### src/rtl/traffic_intersection_ctrl.sv
// Two-way intersection controller: main/side lights, all-red clearance, pedestrian
// shortening, night blinking-yellow mode and a 2-digit 7-segment countdown.
module traffic_intersection_ctrl #(
    parameter int unsigned pSECOND_CNT_VAL  = 99,
    parameter int unsigned pTIME_GREEN_MAIN = 15,
    parameter int unsigned pTIME_GREEN_SIDE = 10,
    parameter int unsigned pTIME_YELLOW     = 3,
    parameter int unsigned pTIME_ALL_RED    = 2,
    parameter int unsigned pTIME_PED_SHORT  = 5
) (
    input  logic       clk,
    input  logic       rst_n,
    input  logic       en,
    input  logic       night_mode,
    input  logic       ped_req,
    output logic       main_g,
    output logic       main_y,
    output logic       main_r,
    output logic       side_g,
    output logic       side_y,
    output logic       side_r,
    output logic       ped_walk,
    output logic       ped_wait,
    output logic [6:0] seg_a,
    output logic [6:0] seg_b
);

    localparam int unsigned PW = (pSECOND_CNT_VAL > 0) ? $clog2(pSECOND_CNT_VAL + 1) : 1;
    localparam logic [PW-1:0] TC = PW'(pSECOND_CNT_VAL);

    localparam logic [6:0] T_GM = 7'(pTIME_GREEN_MAIN);
    localparam logic [6:0] T_GS = 7'(pTIME_GREEN_SIDE);
    localparam logic [6:0] T_Y  = 7'(pTIME_YELLOW);
    localparam logic [6:0] T_AR = 7'(pTIME_ALL_RED);
    localparam logic [6:0] T_PS = 7'(pTIME_PED_SHORT);

    // Lamp vector order: {main_g, main_y, main_r, side_g, side_y, side_r, ped_walk}
    localparam logic [6:0] LAMPS_RESET = 7'b001_001_0;

    typedef enum logic [2:0] {
        S_ALL_RED2,
        S_MAIN_GREEN,
        S_MAIN_YELLOW,
        S_ALL_RED1,
        S_SIDE_GREEN,
        S_SIDE_YELLOW,
        S_NIGHT
    } state_t;

    state_t        state_q, state_d;
    logic [6:0]    timer_q, timer_d;
    logic [PW-1:0] presc_q, presc_d;
    logic          blink_q, blink_d;
    logic          ped_wait_q, ped_wait_d;
    logic [6:0]    lamps_q, lamps_d;
    logic          tick;
    logic [3:0]    tens, units;

    // Prescaler
    assign tick = en && (presc_q == TC);

    always_comb begin
        presc_d = presc_q;
        if (en) begin
            presc_d = (presc_q == TC) ? '0 : presc_q + 1'b1;
        end
    end

    // State register
    always_ff @(posedge clk or negedge rst_n) begin
        if (!rst_n) begin
            state_q    <= S_ALL_RED2;
            timer_q    <= T_AR;
            presc_q    <= '0;
            blink_q    <= 1'b0;
            ped_wait_q <= 1'b0;
            lamps_q    <= LAMPS_RESET;
        end else begin
            state_q    <= state_d;
            timer_q    <= timer_d;
            presc_q    <= presc_d;
            blink_q    <= blink_d;
            ped_wait_q <= ped_wait_d;
            lamps_q    <= lamps_d;
        end
    end

    // Next-state logic
    always_comb begin
        state_d = state_q;
        timer_d = timer_q;
        blink_d = blink_q;
        if (tick) begin
            if (state_q == S_NIGHT) begin
                if (!night_mode) begin
                    state_d = S_ALL_RED2;
                    timer_d = T_AR;
                    blink_d = 1'b0;
                end else begin
                    blink_d = ~blink_q;
                end
            end else if (timer_q == 7'd1) begin
                case (state_q)
                    S_MAIN_GREEN:  begin state_d = S_MAIN_YELLOW; timer_d = T_Y;  end
                    S_MAIN_YELLOW: begin state_d = S_ALL_RED1;    timer_d = T_AR; end
                    S_ALL_RED1:    begin state_d = S_SIDE_GREEN;  timer_d = T_GS; end
                    S_SIDE_GREEN:  begin state_d = S_SIDE_YELLOW; timer_d = T_Y;  end
                    S_SIDE_YELLOW: begin state_d = S_ALL_RED2;    timer_d = T_AR; end
                    S_ALL_RED2: begin
                        if (night_mode) begin
                            state_d = S_NIGHT;
                            blink_d = 1'b1;
                        end else begin
                            state_d = S_MAIN_GREEN;
                            timer_d = T_GM;
                        end
                    end
                    default: begin state_d = S_ALL_RED2; timer_d = T_AR; end
                endcase
            end else if (state_q == S_MAIN_GREEN && ped_wait_q && timer_q > T_PS) begin
                timer_d = T_PS;
            end else begin
                timer_d = timer_q - 7'd1;
            end
        end

        // Entry into side green serves the request, even against a same-cycle press
        ped_wait_d = ped_wait_q | ped_req;
        if (state_d == S_SIDE_GREEN && state_q != S_SIDE_GREEN) begin
            ped_wait_d = 1'b0;
        end
    end

    // Output logic: lamps derived from the next state so they switch on the same edge
    always_comb begin
        case (state_d)
            S_MAIN_GREEN:  lamps_d = 7'b100_001_0;
            S_MAIN_YELLOW: lamps_d = 7'b010_001_0;
            S_SIDE_GREEN:  lamps_d = 7'b001_100_1;
            S_SIDE_YELLOW: lamps_d = 7'b001_010_0;
            S_NIGHT:       lamps_d = {1'b0, blink_d, 1'b0, 1'b0, blink_d, 1'b0, 1'b0};
            default:       lamps_d = LAMPS_RESET;
        endcase
    end

    assign {main_g, main_y, main_r, side_g, side_y, side_r, ped_walk} = lamps_q;
    assign ped_wait = ped_wait_q;

    function automatic logic [6:0] seg7(input logic [3:0] d);
        case (d)
            4'd0:    return 7'b1000000;
            4'd1:    return 7'b1111001;
            4'd2:    return 7'b0100100;
            4'd3:    return 7'b0110000;
            4'd4:    return 7'b0011001;
            4'd5:    return 7'b0010010;
            4'd6:    return 7'b0000010;
            4'd7:    return 7'b1111000;
            4'd8:    return 7'b0000000;
            4'd9:    return 7'b0010000;
            default: return 7'b1111111;
        endcase
    endfunction

    assign tens  = 4'(timer_q / 7'd10);
    assign units = 4'(timer_q % 7'd10);
    assign seg_a = (state_q == S_NIGHT) ? '1 : seg7(tens);
    assign seg_b = (state_q == S_NIGHT) ? '1 : seg7(units);

endmodule

### config.mk
export PLATFORM = sky130hd
export DESIGN_NAME = traffic_intersection_ctrl
export DESIGN_NICKNAME = d
export VERILOG_FILES = /design/src/rtl/traffic_intersection_ctrl.sv
export SDC_FILE = /design/constraint.sdc
export NUM_CORES = 1
export LEC_CHECK = 0
export CAP_MARGIN = 20
export CORE_UTILIZATION = 45
export DETAILED_ROUTE_END_ITERATION = 8
export GPL_ROUTABILITY_DRIVEN = 0
export PLACE_DENSITY = 0.66
export SYNTH_ARGS = -nofsm -noshare
export SYNTH_HDL_FRONTEND = slang
export SYNTH_SLANG_ARGS = --single-unit
### constraint.sdc
create_clock -name clk -period 4.6 [get_ports clk]
set_clock_uncertainty 0.05 [all_clocks]
set_input_delay 0.46 -clock clk [delete_from_list [all_inputs] [get_ports clk]]
set_output_delay 0.46 -clock clk [all_outputs]
set_load 0.1 [all_outputs]
== Word level (Yosys, flattened, before mapping) ==
Memory sizes are Yosys's and may differ from the RTL's.
Index checks and enable logic that the tools add are counted.
W data, S select, Z words.

* Memories kept: 2
* Logic and storage cells: 60
* Bits in registers: 26
* Memory bits (read-only): 224
* Output and inout bits: 22
* Input bits: 5

* Reductions and logical operators: 7
* Magnitude comparators: 1
* Bitwise logic cells: 2
* Muxes and demuxes: 23
* Divide/modulo/power cells: 2
* $add $sub $neg: 2
* Equality and inequality tests: 15

{| class="wikitable"
|+ Memories
! name !! depth !! bits a word !! rd ports !! clocked after Yosys merged registers in !! wr ports !! line !! source
|-
| (name not given) || 16 || 7 || 1 || 0 || 0 || 150 || <nowiki>case (d)</nowiki>
|-
| (name not given) || 16 || 7 || 1 || 0 || 0 || 150 ||
|}

{| class="wikitable"
|+ Operators with widths
! operator !! count
|-
| $mux W7 || 8
|-
| $pmux W7 S5 || 1
|-
| $pmux W7 S3 || 1
|-
| $eq A3 B3 Y1 const B || 5
|-
| $mux W3 || 5
|-
| $pmux W3 S5 || 1
|-
| $eq A3 B2 Y1 const B || 3
|-
| $add A7 B1 Y7 const B || 1
|-
| $div A7 B4 Y7 const B || 1
|-
| $eq A7 B1 Y1 const B || 1
|-
| $eq A7 B7 Y1 const B || 1
|-
| $gt A7 B3 Y1 const B || 1
|-
| $mod A7 B4 Y7 const B || 1
|-
| $mux W1 || 7
|-
| $sub A7 B1 Y7 const B || 1
|-
| $eq A3 B1 Y1 const B || 2
|-
| $ne A3 B3 Y1 const B || 2
|-
| $logic_and A1 B1 Y1 || 4
|-
| $logic_not A3 Y1 || 1
|-
| $reduce_and A3 Y1 || 1
|-
| $ne A2 B2 Y1 const B || 1
|-
| $reduce_or A2 Y1 || 1
|-
| $not A1 Y1 || 1
|-
| $or A1 B1 Y1 || 1
|}

== Logic depth before layout (Yosys ltp) ==
* Depth after elaboration: 8
* Mapped depth: 15
* Gate-level depth less buffers: 13

== Least setup slack after synthesis ==
OpenSTA, ideal clock, no wires.

* Path kind: flip-flop to output port
* Start point: register timer_q[5]
* End point: output seg_b[4]
* Path buffers: 2
* Data required time: 4.090 ns
* Cell stages (with the launch flop): 16
* Slack: -0.908 ns
* Arrival: 4.998 ns
* Cell sequence: dfrtp_1 buf_2 nor2b_1 xnor2_1 o21ai_0 o21ba_2 ha_1 inv_1 o221ai_2 or3b_1 buf_6 xnor2_1 inv_1 ha_1 and3_1 o31ai_1

* Cells in the longest elaborated chain, start to end: 3

{| class="wikitable"
|+ Ends and longest elaborated chain
! element !! line !! source
|-
| start, declared || 51 || <nowiki>logic [6:0] timer_q, timer_d;</nowiki>
|-
| start signal, assigned || 80 || <nowiki>timer_q <= timer_d;</nowiki>
|-
| $mod A7 B4 Y7 || 166 || <nowiki>assign units = 4'(timer_q % 7'd10);</nowiki>
|-
| $mem_v2 Z16 W7 || -- ||
|-
| $mux W7 || 168 || <nowiki>assign seg_b = (state_q == S_NIGHT) ? '1 : seg7(units);</nowiki>
|-
| end, declared || 25 || <nowiki>output logic [6:0] seg_b</nowiki>
|}

Every way passes these cells.

== Worst setup path after layout ==
* Start point: register timer_q[3]
* End point: output seg_b[4]

Same word-level chain as after synthesis.

==> results.sh <==
export IMPL_status="completed"
export IMPL_critical_path_max_stage_delay_ns=0.55
export IMPL_cp_top_family="simple AND/OR/NAND/NOR gates"
export IMPL_grt_overflow_total=0
export IMPL_synth_fp_nets=309
export IMPL_crit_slowest_cell="or3b_1"
export IMPL_p_sw_w=0.000125
export IMPL_cts_buffer_depth=2
export IMPL_grt_pass1_vias=1822
export IMPL_slew_headroom_pct=35.0
export IMPL_slew_violations=0
export IMPL_num_nets_final=327
export IMPL_path_buf_inv=3
export IMPL_drt_first_iter_violations=187
export IMPL_htreeDepth=1
export IMPL_wirelength_mm=4.81
export IMPL_io_buffers=26
export IMPL_tightest_slew_ns=0.971
export IMPL_netlist_instances=288
export IMPL_pwr_share_comb_pct=14.8
export IMPL_first_pass_iters=4
export IMPL_fin_crit_sh_pct=93.7
export IMPL_ys_seq_area_share_pct=27.4
export IMPL_cts_sinks=25
export IMPL_dpl_instance_area_um2=2700
export IMPL_hold_path_class="in -> async"
export IMPL_cts_tree="done"
export IMPL_critical_path_required_ns=4.09
export IMPL_start_kind="flop"
export IMPL_drv_cap=0
export IMPL_setup_viol=0
export IMPL_p_leak_nw=1.16
export IMPL_synth_edf_count=0
export IMPL_core_area_um2=4820
export IMPL_grt_pass1_wl_mm=8.36
export IMPL_hold_violations=0
export IMPL_clkPwrFrac_pct=26.8
export IMPL_cts_buffers=3
export IMPL_fmax_mhz=232
export IMPL_grt_max_degree=19
export IMPL_syn_to_final_growth_pct=19.7
export IMPL_syn_mean_instance_area_um2=7.98
export IMPL_cts_root_buf="clkbuf_8"
export IMPL_worstPathArrival_ns=3.80
export IMPL_grt_usage_pct=19.3
export IMPL_start_util_pct=47.7
export IMPL_synth_area_top_cells="dfrtp_1 24%, ha_1 8.7%, nand2_1 4.6%, nor2_1 4.4%, a21oi_1 4.4%"
export IMPL_route_detailed_drc=0
export IMPL_pwr_density_cell_nw_per_um2=170
export IMPL_place_hpwl_mm=3.65
export IMPL_rows=25
export IMPL_intPower_w=0.000342
export IMPL_grt_antenna_before_repair=0
export IMPL_r2r_end="lamps_q[2]$_DFF_PN0_"
export IMPL_dieWidth_um=73.5
export IMPL_rrSetupSlack_ns=1.91
export IMPL_holdWs_ns=0.457
export IMPL_switching_share_pct=26.8
export IMPL_crit_type="reg -> out"
export IMPL_endpoint_kind="output port"
export IMPL_yosysWarnings=0
export IMPL_synth_main_ff_cell="dfrtp_1"
export IMPL_postRouteAntennaNets=0
export IMPL_antenna_cells=0
export IMPL_die_h_um=73.5
export IMPL_synth_cell_type_count=56
export IMPL_power_frac_seq_pct=58.4
export IMPL_drive_above_1_share_pct=14.1
export IMPL_synth_seq_cells=25
export IMPL_fp_dieArea_um2=5400
export IMPL_postSynth_asyncResetShare_pct=100
export IMPL_cp_max_fo=7
export IMPL_vias=2061
export IMPL_clkSlewWorstSetupHoldPaths_ns=0.08
export IMPL_crit_chain="nor2b_1 > xnor2_1 > o21ai_0 > o21ba_2 > ha_1 > inv_1 > o221ai_2 > or3b_1 > xnor2_1 > inv_1 > ha_1 > and3_1 > o31ai_2 > buf_12"
export IMPL_post_cts_buffers=0
export IMPL_grt_setup_unrepaired="no"
export IMPL_n_fill_cell=449
export IMPL_max_vdd_ir_drop_v=0.000249
export IMPL_clock_latency_ns=0.26
export IMPL_wl_per_cell_um=12.9
export IMPL_synth_top_area_share_pct=24.0
export IMPL_rr_worst_depth=8
export IMPL_vias_per_cell=5.54
export IMPL_rr_startpoint="timer_q[2]$_DFFE_PN0P_"
export IMPL_num_io_pins=27
export IMPL_synth_area_um2=2300
export IMPL_synth_top_area_cell="dfrtp_1"
export IMPL_min_period_ns=4.31
export IMPL_finish_instance_area_um2=2750
==> per-stage QoR <==
stage / setup slack [ns] / std cells / total power [W] / util, % / TNS [ns]
after CTS: 0.225 / 372 / 0.000477 / 57.1 / 0
after global routing: 0.00774 / 372 / 0.000502 / 57.1 / 0
after global placement: 0.630 / 367 / 0.000342 / 55.5 / 0
after floorplan: -0.0589 / 288 / 0.000323 / - / -0.0617
final: 0.289 / 372 / 0.000467 / 57.1 / 0
after detailed placement: 0.537 / 368 / 0.000348 / 56.1 / 0
==> area by class of cell <==
cell class | instances | area (um^2) | share of cell area [%]
clock inverters | 1 | 5.00 | 0.182
repair buffers | 30 | 388 | 14.1
clock buffers | 3 | 41.3 | 1.50
well taps | 67 | 83.8 | 3.05
flip-flops and latches | 25 | 632 | 23.0
inverters | 16 | 60.1 | 2.18
multi-input cells | 230 | 1540 | 56.0
==> routing by layer <==
metal | vias up | part of all wire, % | global-route usage (%)
li1 | 1063 | - | -
met1 | 961 | 52 | 28.7
met2 | 33 | 44 | 29.2
met3 | 4 | 3.2 | 3.70
met4 | 0 | 0.56 | 3.63
met5 | - | 0 | 0
==> flip-flops by register name (all words and copies together) (netlist names) <==
signal,flops
state_q,3
blink_q,1
lamps_q,6
ped_wait,1
presc_q,7
timer_q,7
==> cell usage in the layout, fill, tap and decap left out, types with 5 or more instances in the layout <==
cell,count
buf_4,8
dfrtp_1,20
buf_12,9
nor2_1,27
ha_1,16
o21ai_1,6
mux2i_1,5
a31oi_1,5
nand3_1,10
nand4_1,5
nand2b_1,5
nor3_1,9
o21ai_0,12
or2_2,5
xnor2_1,10
nand2_1,28
inv_1,15
nor2b_1,5
clkdlybuf4s50_1,12
a21oi_1,20
==> synthesized netlist by cell type (2+ instances only) <==
library cell  number
a31oi_1            6
clkbuf_1           9
buf_2              5
nor3_1             9
inv_1             15
buf_4              2
nand2b_1           5
o21ai_0           16
o21ai_1            2
nor4bb_1           4
nor4_1             2
and3_1             4
nand4_1            5
mux2_2             2
a21oi_1           20
nand3b_1           2
nand2_1           28
dfrtp_1           22
mux2i_1            5
or2_2              5
o22ai_1            2
a2bb2oi_1          3
and4b_1            2
and2_1             2
nor3b_1            4
ha_1              16
nand3_1           10
o31ai_1            3
nor2b_1            5
a21boi_0           2
dfstp_2            3
xnor2_1           10
nor2_1            27
a211oi_1           4
o221ai_1           2
a221o_1            2
o21a_1             4
==> power groups by stage <==
stage | sequential [W] | clock (W) | combinational, W
after global routing | 0.000279 | 0.000141 | 0.0000820
final | 0.000273 | 0.000125 | 0.0000694
after floorplan | 0.000271 | 0 | 0.0000518
after CTS | 0.000273 | 0.000133 | 0.0000712
after global placement | 0.000277 | 0 | 0.0000653
after detailed placement | 0.000277 | 0 | 0.0000705
==> what timing repair did <==
action | in CTS | in global routing
endpoints found under the setup margin | 0 | 4
hold buffers | 0 | 0
gates resized for setup | 0 | 2
==> logic make-up after synthesis <==
logic type | share of synthesized area, %
flip-flops | 27.4
adder cells (fa/ha/maj) | 8.71
buffers and inverters | 6.31
AND/OR/NAND/NOR | 27.3
XOR/XNOR | 4.19
multiplexers | 4.79
AO/OA/AOI/OAI | 21.3
==> worst max-delay path by stage <==
| stage | end | slack [ns] | depth (start not counted) | start |
|---|---|---|---|---|
| floorplan | seg_b[4] | -0.06 | 15 | timer_q[5]$_DFFE_PN0P_ |
| detailed placement | seg_b[4] | 0.54 | 14 | timer_q[6]$_DFFE_PN0P_ |
| finish | seg_b[4] | 0.29 | 14 | timer_q[3]$_DFFE_PN0P_ |
| global placement | seg_b[4] | 0.63 | 12 | timer_q[0]$_DFFE_PN0P_ |
| global route | seg_b[0] | 0.008 | 14 | timer_q[3]$_DFFE_PN0P_ |
| CTS | seg_b[4] | 0.22 | 14 | timer_q[6]$_DFFE_PN0P_ |
Power figures use the tool's default switching activity.
==> edit 1: new RTL, same flow settings <==
Make the reset (`rst_n`) synchronous in one clocked block.
--- a/src/rtl/traffic_intersection_ctrl.sv
+++ b/src/rtl/traffic_intersection_ctrl.sv
@@ -67,7 +67,7 @@
     end
 
     // State register
-    always_ff @(posedge clk or negedge rst_n) begin
+    always_ff @(posedge clk) begin
         if (!rst_n) begin
             state_q    <= S_ALL_RED2;
             timer_q    <= T_AR;
Behaviour: differs if rst_n is asserted again (counterexample within 4 cycles, from zero or initial values and one cycle with rst_n low); with rst_n held inactive, the same outputs for 10 cycles.
==> edit 1 against the original RTL <==
  * Fmax decreased by 0.19%
  * Total power is 10% lower
  * Sequential cell count did not move
  * Cell area fell by 1.7%
  * Setup slack got worse by 8.1 ps
  * Synthesized area fell by 1.5%
  * Sequential power decreased by 16%
  * Routed wire length about the same
  * Largest power group unchanged
  * Highest routed layer unchanged
==> edit 1: results <==
status:
  outcome: "completed"
critical_path:
  r2r_cells: 9
  r2r-start: "timer_q[1]$_SDFFE_PN1P_"
  worst-path-max-fanout: 15
  arrival_ps: 3810
  r2r_slack_ps: 1950
  cp-startpoint: "timer_q[4]$_SDFFE_PN0P_"
final_layout:
  n_all_inverters: 18
  fillers: 453
  buffer_area_share_pct: 14.06
  clock_buffers: 4
  multi_input_area_share_pct: 59.94
  sh_seq_area_pct: 18.73
  final-instance-count-excl-fill: 382
  fin_nets: 337
  multi_input_gates: 238
  drive_above_1_share_pct: 12.38
  area_growth_pct: 19.51
global_route:
  grt_use_met2_pct: 34.27
  grtUsageTotal_pct: 19.80
  grt_util_met3_pct: 1.657
hold_path:
  hp-class: "flip-flop to flip-flop"
route:
  wl_met3_um: 129
  wl_met1_mm: 2.249
  wl_mm: 4.807
  first_iter_violations: 172
  via_count: 2132
  route.met2.wl_mm: 2.354
synthesis:
  synthTopCellsByArea: "dfxtp_1 22%, ha_1 8.8%, nand2_1 5.1%"
  synthArstFlopShare_pct: 0
  synth_cell_types: 53
  synth.cells.most_frequent: "31 x nand2_1, 26 x nor2_1, 25 x dfxtp_1, 17 x inv_1"
  synth_nets: 323
power:
  sequentialPower_w: 0.000228
  p_per_area_nw_per_um2: 155.0
  vdd_drop_max_v: 0.0003373
  p_total_w: 0.0004193
  p_leak_nw: 1.111
cts:
  post_cts_resized: 2
timing:
  relSlewSlack_pct: 35.10
placed_design:
  place_area_um2: 2646
## edit 1: changes by cell type after synthesis, moves of 6 or more
cell / unedited run / this run
dfrtp_1: 22 / 0
nand3_1: 10 / 4
xor2_1: 1 / 9
o21ai_1: 2 / 16
o21ai_0: 16 / 7
dfxtp_1: 0 / 25
nor2b_1: 5 / 11
## edit 1: critical path, cell delays in order, from the launching register on
cell      delay (ps)
dfxtp_2          490
nand2b_1         190
and2_1           210
a211o_1          280
inv_1             60
ha_1             270
nor2b_1          170
o211ai_1          90
a311o_1          370
a32oi_4          210
xnor2_1          240
ha_1             210
inv_1             30
or2_1            240
a21oi_1          190
o21ai_2          100
buf_12           180
## edit 1: cell families after synthesis
group / Yosys count / share of synthesized area [%]
AND/OR/NAND/NOR: 121 / 28.69
AO/OA/AOI/OAI: 79 / 24.05
buffers and inverters: 39 / 7.518
flip-flops: 25 / 22.11
XOR/XNOR: 17 / 6.579
adder cells (fa/ha/maj): 16 / 8.845
multiplexers: 5 / 2.211
==> edit 2: new RTL, same flow settings <==
Made on the original files. `pSECOND_CNT_VAL`: 99 -> 198.
--- a/src/rtl/traffic_intersection_ctrl.sv
+++ b/src/rtl/traffic_intersection_ctrl.sv
@@ -1,7 +1,7 @@
 // Two-way intersection controller: main/side lights, all-red clearance, pedestrian
 // shortening, night blinking-yellow mode and a 2-digit 7-segment countdown.
 module traffic_intersection_ctrl #(
-    parameter int unsigned pSECOND_CNT_VAL  = 99,
+    parameter int unsigned pSECOND_CNT_VAL  = 198,
     parameter int unsigned pTIME_GREEN_MAIN = 15,
     parameter int unsigned pTIME_GREEN_SIDE = 10,
     parameter int unsigned pTIME_YELLOW     = 3,
Formal check against the unedited RTL: same outputs for any inputs over 10 cycles, from zero or initial values and one cycle with rst_n low; that may be too few to reach the edited logic, so the function may still have changed.
==> edit 2 against the original RTL <==
  * Synthesized area increased by 1.5%
  * Setup slack got worse by 17 ps
  * Critical path depth decreased by 2
  * Critical path type unchanged
  * Total power increased by 20%
  * Fmax decreased by 0.39%
  * Sequential cell count increased by 1
  * Die area increased by 1.5%
  * Highest routed layer unchanged
  * Largest power group unchanged
  * Cell area decreased by 0.50%
  * Non-clock buffer count decreased by 2
  * Cell count decreased by 0.81%
  * Routed wire length increased by 5.5%
==> edit 2: results <==
route:
  wl_per_cell_um: 13.76
  wl_mm: 5.076
  dr.pass1.iters: 5
  first_iter_violations: 98
  viasPerCell: 5.680
  wl_met3_um: 161
final_layout:
  reg.largest.list: "presc_q (8), timer_q (7), lamps_q (6)"
  fin_nets: 325
  fillers: 472
critical_path:
  cp-startpoint: "timer_q[4]$_DFFE_PN0P_"
  r2r_slack_ps: 1830
  r2r-start: "presc_q[0]$_DFFE_PN0P_"
  worst-path-max-fanout: 11
  arrival_ps: 3820
hold_path:
  hp-class: "flip-flop to flip-flop"
synthesis:
  synth.cells.most_frequent: "28 x nor2_1, 24 x o21ai_0, 23 x dfrtp_1, 21 x nand2_1, 20 x a21oi_1"
  synth_cell_types: 61
  synthMuxAreaShare_pct: 4.558
  synthCells: 287
  synth.yosys.seq_area_share_pct: 28.04
  synthTopCellsByArea: "dfrtp_1 25%, ha_1 9.1%, o21ai_0 5.1%"
  synth_compound_area_share_pct: 24.29
power:
  switchingPower_w: 0.0001470
  vdd_drop_max_v: 0.0002328
  p_leak_nw: 1.218
placed_design:
  place_ws_ps: 408.5
  dpl.cell_count: 365
global_route:
  grt_first_pass_wirelength_mm: 8.542
  grt_use_met2_pct: 33.43
  gr-usage-met1_pct: 26.63
  grt_util_met3_pct: 1.491
status:
  outcome: "completed"
## edit 2: cell families after synthesis
logic type,count (synthesis)
xor gates and xnor gates,13
AOI/OAI and AO/OA,87
and+or+nand+nor,102
muxes,9
DFF,26
adders and majority gates,17
buffers and inverters,33
## edit 2: critical path, cell delays in order (launching register included)
cell,delay (ps)
dfrtp_1,550
and2b_1,270
o21ai_0,180
a21oi_1,110
a311oi_2,350
ha_1,300
o221a_1,470
xnor2_1,230
ha_1,200
inv_1,40
or2_2,290
a221o_1,390
buf_12,180
## edit 2: repair_timing
action / in CTS / in global routing
setup buffers: 0 / 0
gates resized for setup: 0 / 2
setup endpoints to repair: 0 / 6
## edit 2: final cells by class
class | instances | area (µm²) | area share, %
well taps | 67 | 83.83 | 3.062
inverters | 16 | 60.06 | 2.194
multi-input cells | 228 | 1526 | 55.76
clock inverters | 1 | 30.03 | 1.097
flip-flops and latches | 26 | 655.6 | 23.95
repair buffers | 28 | 340.3 | 12.43
clock buffers | 3 | 41.29 | 1.508
## edit 2: worst min-delay path by stage
stage,from,end,slack (ps),cells past startpoint
2_1_floorplan,rst_n,blink_q$_DFF_PN0_,110,0
4_1_cts,presc_q[5]$_DFFE_PN0P_,presc_q[5]$_DFFE_PN0P_,460,1
3_3_place_gp,presc_q[6]$_DFFE_PN0P_,presc_q[6]$_DFFE_PN0P_,440,1
5_1_grt,presc_q[6]$_DFFE_PN0P_,presc_q[6]$_DFFE_PN0P_,490,1
6_report,presc_q[5]$_DFFE_PN0P_,presc_q[5]$_DFFE_PN0P_,450,1
3_5_place_dp,presc_q[5]$_DFFE_PN0P_,presc_q[5]$_DFFE_PN0P_,440,1
